==> config.mk <==
export PLATFORM = sky130hd
export DESIGN_NAME = dac_intlv_tx
export DESIGN_NICKNAME = d
export VERILOG_FILES = /design/src/rtl/dac_tx_pkg.sv /design/src/rtl/dac_tx_fifo.sv /design/src/rtl/dac_intlv_tx.sv
export SDC_FILE = /design/constraint.sdc
export NUM_CORES = 1
export LEC_CHECK = 0
export ABC_CLOCK_PERIOD_IN_PS = 4900
export BUFFER_PORTS_ARGS = -buffer_cell sky130_fd_sc_hd__clkbuf_2
export CAP_MARGIN = 40
export CORE_UTILIZATION = 29
export CTS_BUF_LIST = sky130_fd_sc_hd__clkbuf_4 sky130_fd_sc_hd__clkbuf_8
export DETAILED_ROUTE_END_ITERATION = 7
export PLACE_DENSITY = 0.53
export SETUP_SLACK_MARGIN = 0.5
export SLEW_MARGIN = 20
export SYNTH_ARGS = -nofsm -noshare
export SYNTH_HDL_FRONTEND = slang
export SYNTH_SLANG_ARGS = --single-unit
export TNS_END_PERCENT = 1
==> constraint.sdc <==
create_clock -name clk0 -period 4.9 [get_ports clk0]
set_clock_uncertainty 0.05 [all_clocks]
set_input_delay 0.98 -clock clk0 [delete_from_list [all_inputs] [get_ports clk0]]
set_output_delay 0.98 -clock clk0 [all_outputs]
set_load 0.005 [all_outputs]
==> src/rtl/dac_tx_pkg.sv <==
// Shared types, constants and the sample-to-code helper for the interleaved DAC transmitter.
package dac_tx_pkg;

  typedef logic [13:0]        dac_word_t;
  typedef logic signed [15:0] smp_t;

  localparam dac_word_t MIDSCALE = 14'h2000;

  typedef enum logic [1:0] {
    StOff,
    StReset,
    StPrime,
    StRun
  } dac_tx_st_t;

  // Clamp a signed 16-bit sample to the 14-bit range, then flip the sign bit for offset binary.
  function automatic dac_word_t sat14_ob(input smp_t s);
    smp_t c;
    if (s > 16'sd8191) begin
      c = 16'sd8191;
    end else if (s < -16'sd8192) begin
      c = -16'sd8192;
    end else begin
      c = s;
    end
    return {~c[13], c[12:0]};
  endfunction

endpackage

==> src/rtl/dac_tx_fifo.sv <==
// Synchronous first-word-fall-through FIFO for sample pairs.
// Pointers carry one extra MSB so full and empty are distinguishable.
module dac_tx_fifo
  import dac_tx_pkg::*;
#(
  parameter int unsigned Width = 32,
  parameter int unsigned AddrW = 2
) (
  input  logic             clk0,
  input  logic             rstn,
  input  logic             flush_i,
  input  logic             push_i,
  input  logic [Width-1:0] wdata_i,
  input  logic             pop_i,
  output logic [Width-1:0] rdata_o,
  output logic             full_o,
  output logic             empty_o,
  output logic [AddrW:0]   cnt_o
);

  localparam int unsigned Depth = 1 << AddrW;
  localparam logic [AddrW:0] PtrOne = (AddrW + 1)'(1);

  logic [Width-1:0] mem_q [Depth];
  logic [AddrW:0]   wptr_q, rptr_q;
  logic             do_push, do_pop;

  assign full_o  = (wptr_q[AddrW] != rptr_q[AddrW]) &&
                   (wptr_q[AddrW-1:0] == rptr_q[AddrW-1:0]);
  assign empty_o = (wptr_q == rptr_q);
  assign cnt_o   = wptr_q - rptr_q;
  assign rdata_o = mem_q[rptr_q[AddrW-1:0]];

  // Overflow and underflow attempts are ignored so stored data is never overwritten.
  assign do_push = push_i && !full_o;
  assign do_pop  = pop_i && !empty_o;

  // Storage array; contents need no reset since the pointers gate visibility.
  always_ff @(posedge clk0) begin
    if (do_push) begin
      mem_q[wptr_q[AddrW-1:0]] <= wdata_i;
    end
  end

  // Read/write pointers with synchronous reset and flush.
  always_ff @(posedge clk0) begin
    if (!rstn || flush_i) begin
      wptr_q <= '0;
      rptr_q <= '0;
    end else begin
      if (do_push) wptr_q <= wptr_q + PtrOne;
      if (do_pop)  rptr_q <= rptr_q + PtrOne;
    end
  end

endmodule

==> src/rtl/dac_intlv_tx.sv <==
// Interleaved single-bus DAC transmitter: buffers signed A/B sample pairs and drives one
// offset-binary word per clk0, alternating channels (dac_sel_o: 0=A, 1=B).
// Optional build macro DAC_TX_PATTERN_EN adds pat_en_i and an internal ramp test pattern.
module dac_intlv_tx
  import dac_tx_pkg::*;
#(
  parameter int unsigned FIFO_AW   = 2,
  parameter int unsigned PRIME_LVL = 2,
  parameter int unsigned RST_CYC   = 16,
  parameter int unsigned INV       = 0
) (
  input  logic             clk0,
  input  logic             rstn,
  input  logic             en_i,
`ifdef DAC_TX_PATTERN_EN
  input  logic             pat_en_i,
`endif
  input  logic [1:0][15:0] s_dat_i,
  input  logic             s_vld_i,
  output logic             s_rdy_o,
  output logic [13:0]      dac_dat_o,
  output logic             dac_sel_o,
  output logic             dac_wrt_o,
  output logic             dac_rst_o,
  output logic             underrun_o,
  output logic [15:0]      urun_cnt_o
);

  localparam int unsigned    Depth   = 1 << FIFO_AW;
  localparam logic [FIFO_AW:0] CntOne  = (FIFO_AW + 1)'(1);
  localparam logic [FIFO_AW:0] CntFull = (FIFO_AW + 1)'(Depth);
  localparam logic [15:0]    RstLast = 16'(RST_CYC - 1);
  localparam dac_word_t      InvMask = (INV != 0) ? 14'h3FFF : 14'h0000;

  dac_tx_st_t     state_q;
  logic           phase_q;
  logic [15:0]    rst_cnt_q;
  logic           rst_q;
  logic [31:0]    hold_q;
  dac_word_t      dat_q;
  logic           sel_q, wrt_q, rdy_q;
  logic           underrun_q;
  logic [15:0]    urun_cnt_q;

  logic [31:0]    fifo_rdata;
  logic           fifo_full, fifo_empty;
  logic [FIFO_AW:0] fifo_cnt, cnt_nxt;
  logic           push, pop, urun, slot, flush;
  dac_word_t      word_a, word_b;

  function automatic dac_word_t enc(input logic [15:0] v);
    return sat14_ob(smp_t'(v)) ^ InvMask;
  endfunction

  assign push  = s_vld_i && rdy_q;
  assign flush = (state_q == StOff);
  // A pair slot is the phase-0 cycle of RUN while still enabled.
  assign slot  = (state_q == StRun) && !phase_q && en_i;

`ifdef DAC_TX_PATTERN_EN
  dac_word_t ramp_q;

  assign pop  = slot && !pat_en_i && !fifo_empty;
  assign urun = slot && !pat_en_i && fifo_empty;

  // Test ramp: advances once per transmitted pair, restarts from zero whenever idle.
  always_ff @(posedge clk0) begin
    if (!rstn || state_q == StOff) begin
      ramp_q <= '0;
    end else if (state_q == StRun && phase_q && pat_en_i) begin
      ramp_q <= ramp_q + 14'd1;
    end
  end
`else
  assign pop  = slot && !fifo_empty;
  assign urun = slot && fifo_empty;
`endif

  // On a pop the A word comes straight from the FIFO head; otherwise the held pair repeats.
  always_comb begin
    word_a = enc(pop ? fifo_rdata[15:0] : hold_q[15:0]);
    word_b = enc(hold_q[31:16]);
`ifdef DAC_TX_PATTERN_EN
    if (pat_en_i) begin
      word_a = ramp_q;
      word_b = ~ramp_q;
    end
`endif
  end

  // Predicted occupancy after this edge, so s_rdy_o can be registered yet exact.
  always_comb begin
    cnt_nxt = fifo_cnt;
    if (flush) begin
      cnt_nxt = '0;
    end else if (push && !pop) begin
      cnt_nxt = fifo_cnt + CntOne;
    end else if (pop && !push) begin
      cnt_nxt = fifo_cnt - CntOne;
    end
  end

  // Ready register: en_i=0 always leads to OFF next, so it gates readiness directly.
  always_ff @(posedge clk0) begin
    if (!rstn) begin
      rdy_q <= 1'b0;
    end else begin
      rdy_q <= en_i && (cnt_nxt != CntFull);
    end
  end

  dac_tx_fifo #(
    .Width (32),
    .AddrW (FIFO_AW)
  ) u_fifo (
    .clk0    (clk0),
    .rstn    (rstn),
    .flush_i (flush),
    .push_i  (push),
    .wdata_i (s_dat_i),
    .pop_i   (pop),
    .rdata_o (fifo_rdata),
    .full_o  (fifo_full),
    .empty_o (fifo_empty),
    .cnt_o   (fifo_cnt)
  );

  // Sequencer with registered DAC bus, reset pulse and underrun bookkeeping.
  always_ff @(posedge clk0) begin
    if (!rstn) begin
      state_q    <= StOff;
      phase_q    <= 1'b0;
      rst_cnt_q  <= '0;
      rst_q      <= 1'b0;
      hold_q     <= '0;
      dat_q      <= MIDSCALE;
      sel_q      <= 1'b0;
      wrt_q      <= 1'b0;
      underrun_q <= 1'b0;
      urun_cnt_q <= '0;
    end else begin
      dat_q <= MIDSCALE;
      sel_q <= 1'b0;
      wrt_q <= 1'b0;
      unique case (state_q)
        StOff: begin
          underrun_q <= 1'b0;
          urun_cnt_q <= '0;
          if (en_i) begin
            state_q   <= StReset;
            rst_q     <= 1'b1;
            rst_cnt_q <= '0;
          end
        end
        StReset: begin
          if (!en_i) begin
            state_q <= StOff;
            rst_q   <= 1'b0;
          end else if (rst_cnt_q == RstLast) begin
            state_q <= StPrime;
            rst_q   <= 1'b0;
          end else begin
            rst_cnt_q <= rst_cnt_q + 16'd1;
          end
        end
        StPrime: begin
          if (!en_i) begin
            state_q <= StOff;
          end else if (32'(fifo_cnt) >= PRIME_LVL) begin
            state_q <= StRun;
            phase_q <= 1'b0;
          end
        end
        StRun: begin
          phase_q <= ~phase_q;
          if (!phase_q) begin
            // B of the previous pair is on the bus now, so disabling here loses nothing.
            if (!en_i) begin
              state_q    <= StOff;
              underrun_q <= 1'b0;
              urun_cnt_q <= '0;
            end else begin
              wrt_q <= 1'b1;
              dat_q <= word_a;
              if (pop) begin
                hold_q <= fifo_rdata;
              end
              if (urun) begin
                underrun_q <= 1'b1;
                if (urun_cnt_q != 16'hFFFF) urun_cnt_q <= urun_cnt_q + 16'd1;
              end
            end
          end else begin
            wrt_q <= 1'b1;
            sel_q <= 1'b1;
            dat_q <= word_b;
            if (!en_i) begin
              state_q    <= StOff;
              underrun_q <= 1'b0;
              urun_cnt_q <= '0;
            end
          end
        end
        default: state_q <= StOff;
      endcase
    end
  end

  assign s_rdy_o    = rdy_q;
  assign dac_dat_o  = dat_q;
  assign dac_sel_o  = sel_q;
  assign dac_wrt_o  = wrt_q;
  assign dac_rst_o  = rst_q;
  assign underrun_o = underrun_q;
  assign urun_cnt_o = urun_cnt_q;

  // Full is implied by the occupancy count; the flag is kept for observability only.
  logic unused_full;
  assign unused_full = fifo_full;

endmodule

==> results.md, run 1 <==
- Slowest cell on the critical path: o21a_2
- Syn_area_per_cell: 13.4 µm²
- Crit path DAT: roughly 3.3 ns
- Via/cell ratio: roughly 4.7
- Max_slew headroom: a little over two fifths
- Setup crit end kind: flip-flop
- I/O pins: between 70 and 80
- Register-to-register setup slack: 1.97 ns
- Synth top area cells: edfxtp_1 43%, dfxtp_1 21%, mux4_2 8.0%
- Hold buffers post-CTS: 0
- Gr ovfl total: 0
- CORE AREA: slightly above 30000 µm²
- Status: finished, final reports clean
- Final Hold Viols: 0
- IO buf count: 70
- Beginning of the worst hold path: hold_q[27]
- CP required: about 5.3 ns
- Leak: 3.58 nW
- Worst-Skew Late Latency: between 0.5 and 0.6 ns
- Post-CTS sizing: 0
- Initial Utilization: 29.4%
- Post-Syn Nets: 723
- DRT iter0 DRCs: 312
- Hold crit path type: reg2reg
- Clk sinks: 222
- Crit start category: flip-flop
- Mapped cell area: 8980 µm²
- Unique masters post-synth: 57
- Final period util: between 50% and 60%
- WP depth: 7
- CTS H-tree lvls: 2
- DRC viols: 0
- Setup CP Type: reg2reg
- Final WL: slightly below 20000 µm
- Final nets: roughly 800
- Clock transition at the registers of the reported paths: ~0.06 ns
- Worst-path cell chain: inv_1 -> ha_1 -> nand2_1 -> o21a_2 -> mux2i_2 -> nand3_1 -> o221ai_1
- Initial antenna violation count: 0
- Vias in the first global route: ~5400
- Rows: 64
- Routability congestion estimate: 0.781
- Warnings from Yosys: 0
- PD cells: approximately 370 nW/µm²
- Setup violators final: 0
- Synth area leader: edfxtp_1
- Asr flop ratio synth: 0%
- Vias: about 5600
- Pwr Total: a little under 4 mW
- Maximum achievable frequency: 341 MHz
- M1 GR Usage: about 18%
- Top Usage Layer GRT: met2
- Synth cell count leaders: 128 x edfxtp_1, 94 x dfxtp_1, 69 x nand2_1
- Count leader, synth: edfxtp_1
- Chip height: 178 µm
- Max_cap viols: 0
- Worst Tran Pin Value: ~0.84 ns
- Yosys reg bits: about 220
- Reg-to-Reg Start: u_fifo.wptr_q[0]
- GR Layer Usage met2: 19.1%
- Syn-to-layout area delta: 18.6%
- Crit path capture: dac_dat_o[9]
- Crit path buffers/inverters: 1
- CP delay by family, top: compound AO/OA/AOI/OAI gates
- Reg2reg end: dac_dat_o[9]
- GRT met3 Usage: 2.90%
- Crit path from: u_fifo.wptr_q[0]
- CTS tree: done
- Top_reg_cell synth: edfxtp_1
- Register area share after synthesis: between 60 and 70%
- Wire per inst: roughly 16 µm
- Slew Limit Fails: 0
- Final min period: slightly below 3 ns
- Max VDD drop: about 0.00022 V
- CP max FO: 22
- Antenna-violating nets left: 0
- Crit-path max cell delay: ~0.55 ns
- Post-synth EDFFs: between 100 and 150
- Die width: around 180 µm
- Share of cells above drive strength 1: about 24%
- GR Util All Layers: approximately 12%
- Post-DP HPWL: around 13000 µm
- Post-CTS setup buffers: 0
- Drt first pass iters: 4
- Maximum clock path buffer count: 3
- Die Footprint: between 30000 and 40000 µm²
- Root buf cell: clkbuf_8
- Largest net degree at the start of global routing: 42
- Top-area cell type share of the netlist area: between 40% and 50%
- First-pass GRT wire length: ~31000 µm
- Syn Inst Count: between 600 and 700
- Setup TNS: 0 ns
- RSZ-0062 raised after global routing: no
- Reg2Reg Depth: 7
- CTS Buf Count: 37
state kept, by name (all words and copies together), names as in the netlist, 2 cells and up, named ones only:
signal and flops:
dac_dat_o 14, u_fifo.wptr_q 3, u_fifo.rptr_q 3, u_fifo.mem_q 128, urun_cnt_o 16, state_q 2
hold_q 32, rst_cnt_q 16
cell usage in the layout, fill, tap and decap left out, types with 3 or more instances in the layout:
cell / synthesis / routed
and4_1: 3 / 3
nand3_1: 23 / 23
a211oi_1: 7 / 7
mux4_2: 32 / 32
dfxtp_1: 94 / 93
a21oi_1: 21 / 21
inv_1: 16 / 16
clkinv_2: 0 / 7
nand2_1: 69 / 69
nand4_1: 3 / 3
and3_1: 3 / 3
nor3_1: 8 / 8
o221ai_1: 10 / 10
a21o_1: 3 / 3
xnor2_1: 16 / 16
nor2_1: 45 / 45
clkbuf_4: 0 / 10
o31ai_1: 5 / 5
mux2i_1: 12 / 12
or4_1: 6 / 6
and2_1: 10 / 9
a221oi_1: 4 / 4
edfxtp_1: 128 / 128
buf_4: 1 / 7
clkbuf_2: 0 / 70
clkbuf_8: 0 / 46
a2111oi_0: 3 / 3
o21ai_0: 18 / 17
nor2b_1: 13 / 13
or3_1: 10 / 10
ha_1: 16 / 16
nor4_1: 3 / 3
a21boi_0: 22 / 22
mux2_2: 3 / 3
xor2_1: 4 / 4
worst min path at each step:
| stage | end | slack (ns) | cells after the start |
|---|---|---|---|
| 2_1_floorplan | hold_q[28] | 0.39 | 2 |
| 3_3_place_gp | hold_q[18] | 0.41 | 2 |
| 3_5_place_dp | hold_q[27] | 0.41 | 2 |
| 4_1_cts | hold_q[27] | 0.42 | 2 |
| 5_1_grt | hold_q[27] | 0.43 | 2 |
| 6_report | hold_q[27] | 0.41 | 2 |
cell type report:
type / instances / area [µm²]
Antenna cell: 1 / 2.50
Clock buffer: 56 / 708
Clock inverter: 12 / 119
Fill cell: 2986 / 19900
Inverter: 16 / 60.1
Multi-Input combinational cell: 402 / 3070
Sequential cell: 222 / 5730
Tap cell: 396 / 495
Timing Repair Buffer: 80 / 470
worst register-to-register path, cell delays in order (launching register included):
cell and delay, ns:
dfxtp_1 0.40, inv_1 0.12, ha_1 0.37, nand2_1 0.20, o21a_2 0.55, mux2i_2 0.56, nand3_1 0.42, o221ai_1 0.18
routing by layer:
| metal | share of wire [%] | routed length [µm] |
|---|---|---|
| met5 | 0 | 0 |
| met4 | 1.6 | 317 |
| met3 | 5.7 | 1100 |
| met2 | 45 | 8720 |
| met1 | 48 | 9210 |
logic make-up (layout without fill, tap and decap cells):
group / after synthesis / count (layout) / synth area share [%]
AO/OA/AOI/OAI: 111 / 111 / 8.61
adder cells (fa/ha/maj): 17 / 17 / 2.45
AND/OR/NAND/NOR: 205 / 205 / 11.0
multiplexers: 48 / 48 / 9.89
XOR/XNOR: 21 / 21 / 2.20
buffers and inverters: 46 / 164 / 2.06
other: 0 / 1 / 0
flip-flops: 222 / 222 / 63.8
power by group:
part           total, mW  leakage (nW)  switching, mW  internal (mW)
clock               1.79         0.445          0.747           1.04
combinational      0.128          1.22         0.0830         0.0446
sequential          1.99          1.91        0.00773           1.98
total               3.91          3.58          0.838           3.07
per-stage QoR:
step / area [µm²] / std cells / util [%] / setup slack, ns / hold WS [ns]
after global routing: 10700 / 1184 / 34.9 / 1.72 / 0.434
after global placement: 9760 / 1113 / 32.0 / 1.68 / 0.407
after floorplan: 8980 / 670 / - / 2.13 / 0.394
after detailed placement: 9800 / 1115 / 32.1 / 1.57 / 0.408
final: 10700 / 1185 / 34.9 / 1.97 / 0.413
after CTS: 10600 / 1183 / 34.8 / 1.99 / 0.417
Power figures use the tool's default switching activity.
==> run 2, diff against run 1 <==
- ABC_CLOCK_PERIOD_IN_PS: 4900 -> 2400
- PLACE_DENSITY: 0.53 -> 0.55
- clock period: 4.9 -> 2.4 ns (I/O delays scaled with it)
==> run 2 against run 1 <==
Total power grew 98%. Via count is 2.3% higher. Clock power grew 87%. Wire length up 3.4%. Sequential share of layout area down 1.7 points. Worst hold slack got worse by 0.30 ns. First-iteration DRC count rose by 21%. Combinational power grew to 2.5 times the previous value. Non-clock buffer count is 32 higher. Setup slack lost 1.7 ns. Fmax up 35%. Count of clock-buffer cells in the layout is the same. Largest power group unchanged.
==> results.md, run 2 (same netlist as run 1, synthesis figures left out) <==
- Max_slew headroom: roughly 70%
- Met2 Routed Length: 9220 µm
- IO buf count: 70
- CP max FO: 6
- Maximum clock path buffer count: 3
- Diode count: 0
- Commonest cells after routing, fill and taps aside: 128 x edfxtp_1, 88 x dfxtp_1, 70 x clkbuf_2
- Die Footprint: approximately 32000 µm²
- Max_cap viols: 0
- Vias in the first global route: around 5700
- Maximum achievable frequency: approximately 460 MHz
- Setup TNS: 0 ns
- Met1 WL: roughly 9600 µm
- Status: finished, final reports clean
- Hold crit path type: in2reg
- DRC viols: 0
- Cell Count, Final, Fillers Out: between 1000 and 1500
- Routability congestion estimate: between 0.7 and 0.8
- Wire per inst: around 16 µm
- Crit path DAT: 2.59 ns
- Setup CP Type: reg2reg
- Post-DP HPWL: about 13000 µm
- Max VDD drop: 0.000467 V
- Crit start category: flip-flop
- Chip height: approximately 180 µm
- Worst Tran Pin Value: roughly 0.47 ns
- Area of the multi-input gates: around 3200 µm²
- Fill cell count: between 2000 and 3000
- GR Util All Layers: between 10% and 20%
- Largest net degree at the start of global routing: 34
- Antenna-violating nets left: 0
- Slew Limit Fails: 0
- Initial antenna violation count: 0
- Final WL: about 20000 µm
- Utilization after layout: roughly 36%
- First-pass GRT wire length: around 31000 µm
- Final min period: ~2.2 ns
- I/O pins: about 70
- Worst-Skew Late Latency: between 0.5 and 0.6 ns
- Die width: ~180 µm
- CORE AREA: ~31000 µm²
- Gr ovfl total: 0
- Root buf cell: clkbuf_8
- # placed instances: 1139
- DRT iter0 DRCs: roughly 380
- Setup crit end kind: flip-flop
- Share of cells above drive strength 1: a little under a third
- Final period util: about nine tenths
- Top sig layer: met4
- Commonest non-fill, non-tap cell in the layout: edfxtp_1
- CTS H-tree lvls: 2
- Setup violators final: 0
- Final nets: about 850
- RSZ-0062 raised after global routing: yes
- Reg area: about 5700 µm²
- Syn-to-layout area delta: 22.8%
- Leak: between 3 and 4 nW
- CP required: between 2 and 3 ns
- Final Hold Viols: 0
- CTS tree: done
- Max reg flops: approximately 130
- Vias: 5748
- Clk sinks: ~220
- PD cells: ~700 nW/µm²
- Initial Utilization: between 20% and 30%
- DR WL met3: between 800 and 900 µm
- Clock transition at the registers of the reported paths: approximately 0.07 ns
- Drt first pass iters: 4
- CTS Buf Count: 38
- Hold buffers post-CTS: 0
- Rows: 64
- Via/cell ratio: ~4.7
run 2: per-layer routing:
layer  global-route usage (%)  vias to the layer above
li1                         -                     2775
met1                     17.5                     2817
met2                     20.1                      119
met3                     2.88                       37
met4                     3.92                        0
met5                        0                        -
run 2: power breakdown:
part	switching [mW]	internal, mW
sequential	0.0166	4.05
clock	1.51	1.84
combinational	0.187	0.136
total	1.71	6.02
run 2: layout make-up:
cell class,count,area share [%]
Sequential cell,222,52.0
Timing Repair Buffer,112,6.78
Inverter,16,0.567
Clock inverter,11,0.556
Tap cell,396,4.49
Multi-Input combinational cell,403,29.4
Clock buffer,56,6.19
run 2: final timing paths:
| kind | from | end | slack, ns | depth (start not counted) |
|---|---|---|---|---|
| setup / recovery | state_q[1] | urun_cnt_o[4] | 0.22 | 7 |
| hold / removal | s_dat_i[16] | u_fifo.mem_q[2][16] | 0.12 | 1 |
| setup reg to reg | state_q[1] | urun_cnt_o[4] | 0.22 | 7 |
| hold reg to reg | hold_q[22] | hold_q[22] | 0.41 | 2 |
run 2: timing repair:
item                                    in CTS  in global routing
endpoints found under the setup margin     150                216
resized for setup                           10                 17
cloned                                       1                  0
pin swaps                                    7                  4
setup buffers                                8                  1
run 2: stage by stage:
step           hold WS, ns  setup WS [ns]  power (mW)  cell area [µm²]
3_5_place_dp         0.409         0.0565        4.45            10100
5_1_grt             0.0837          0.146        8.04            11000
3_3_place_gp         0.404          0.109        4.44            10100
2_1_floorplan        0.394          0.271        4.31             9060
4_1_cts             0.0851          0.193        7.84            11000
6_report             0.117          0.225        7.74            11000
run 2: critical path, cell delays in order, from the launching register on:
cell and delay (ns):
dfxtp_2 0.36, inv_2 0.06, ha_4 0.23, or4_4 0.53, o21a_4 0.25, buf_4 0.14, or3_4 0.36, a21oi_2 0.13
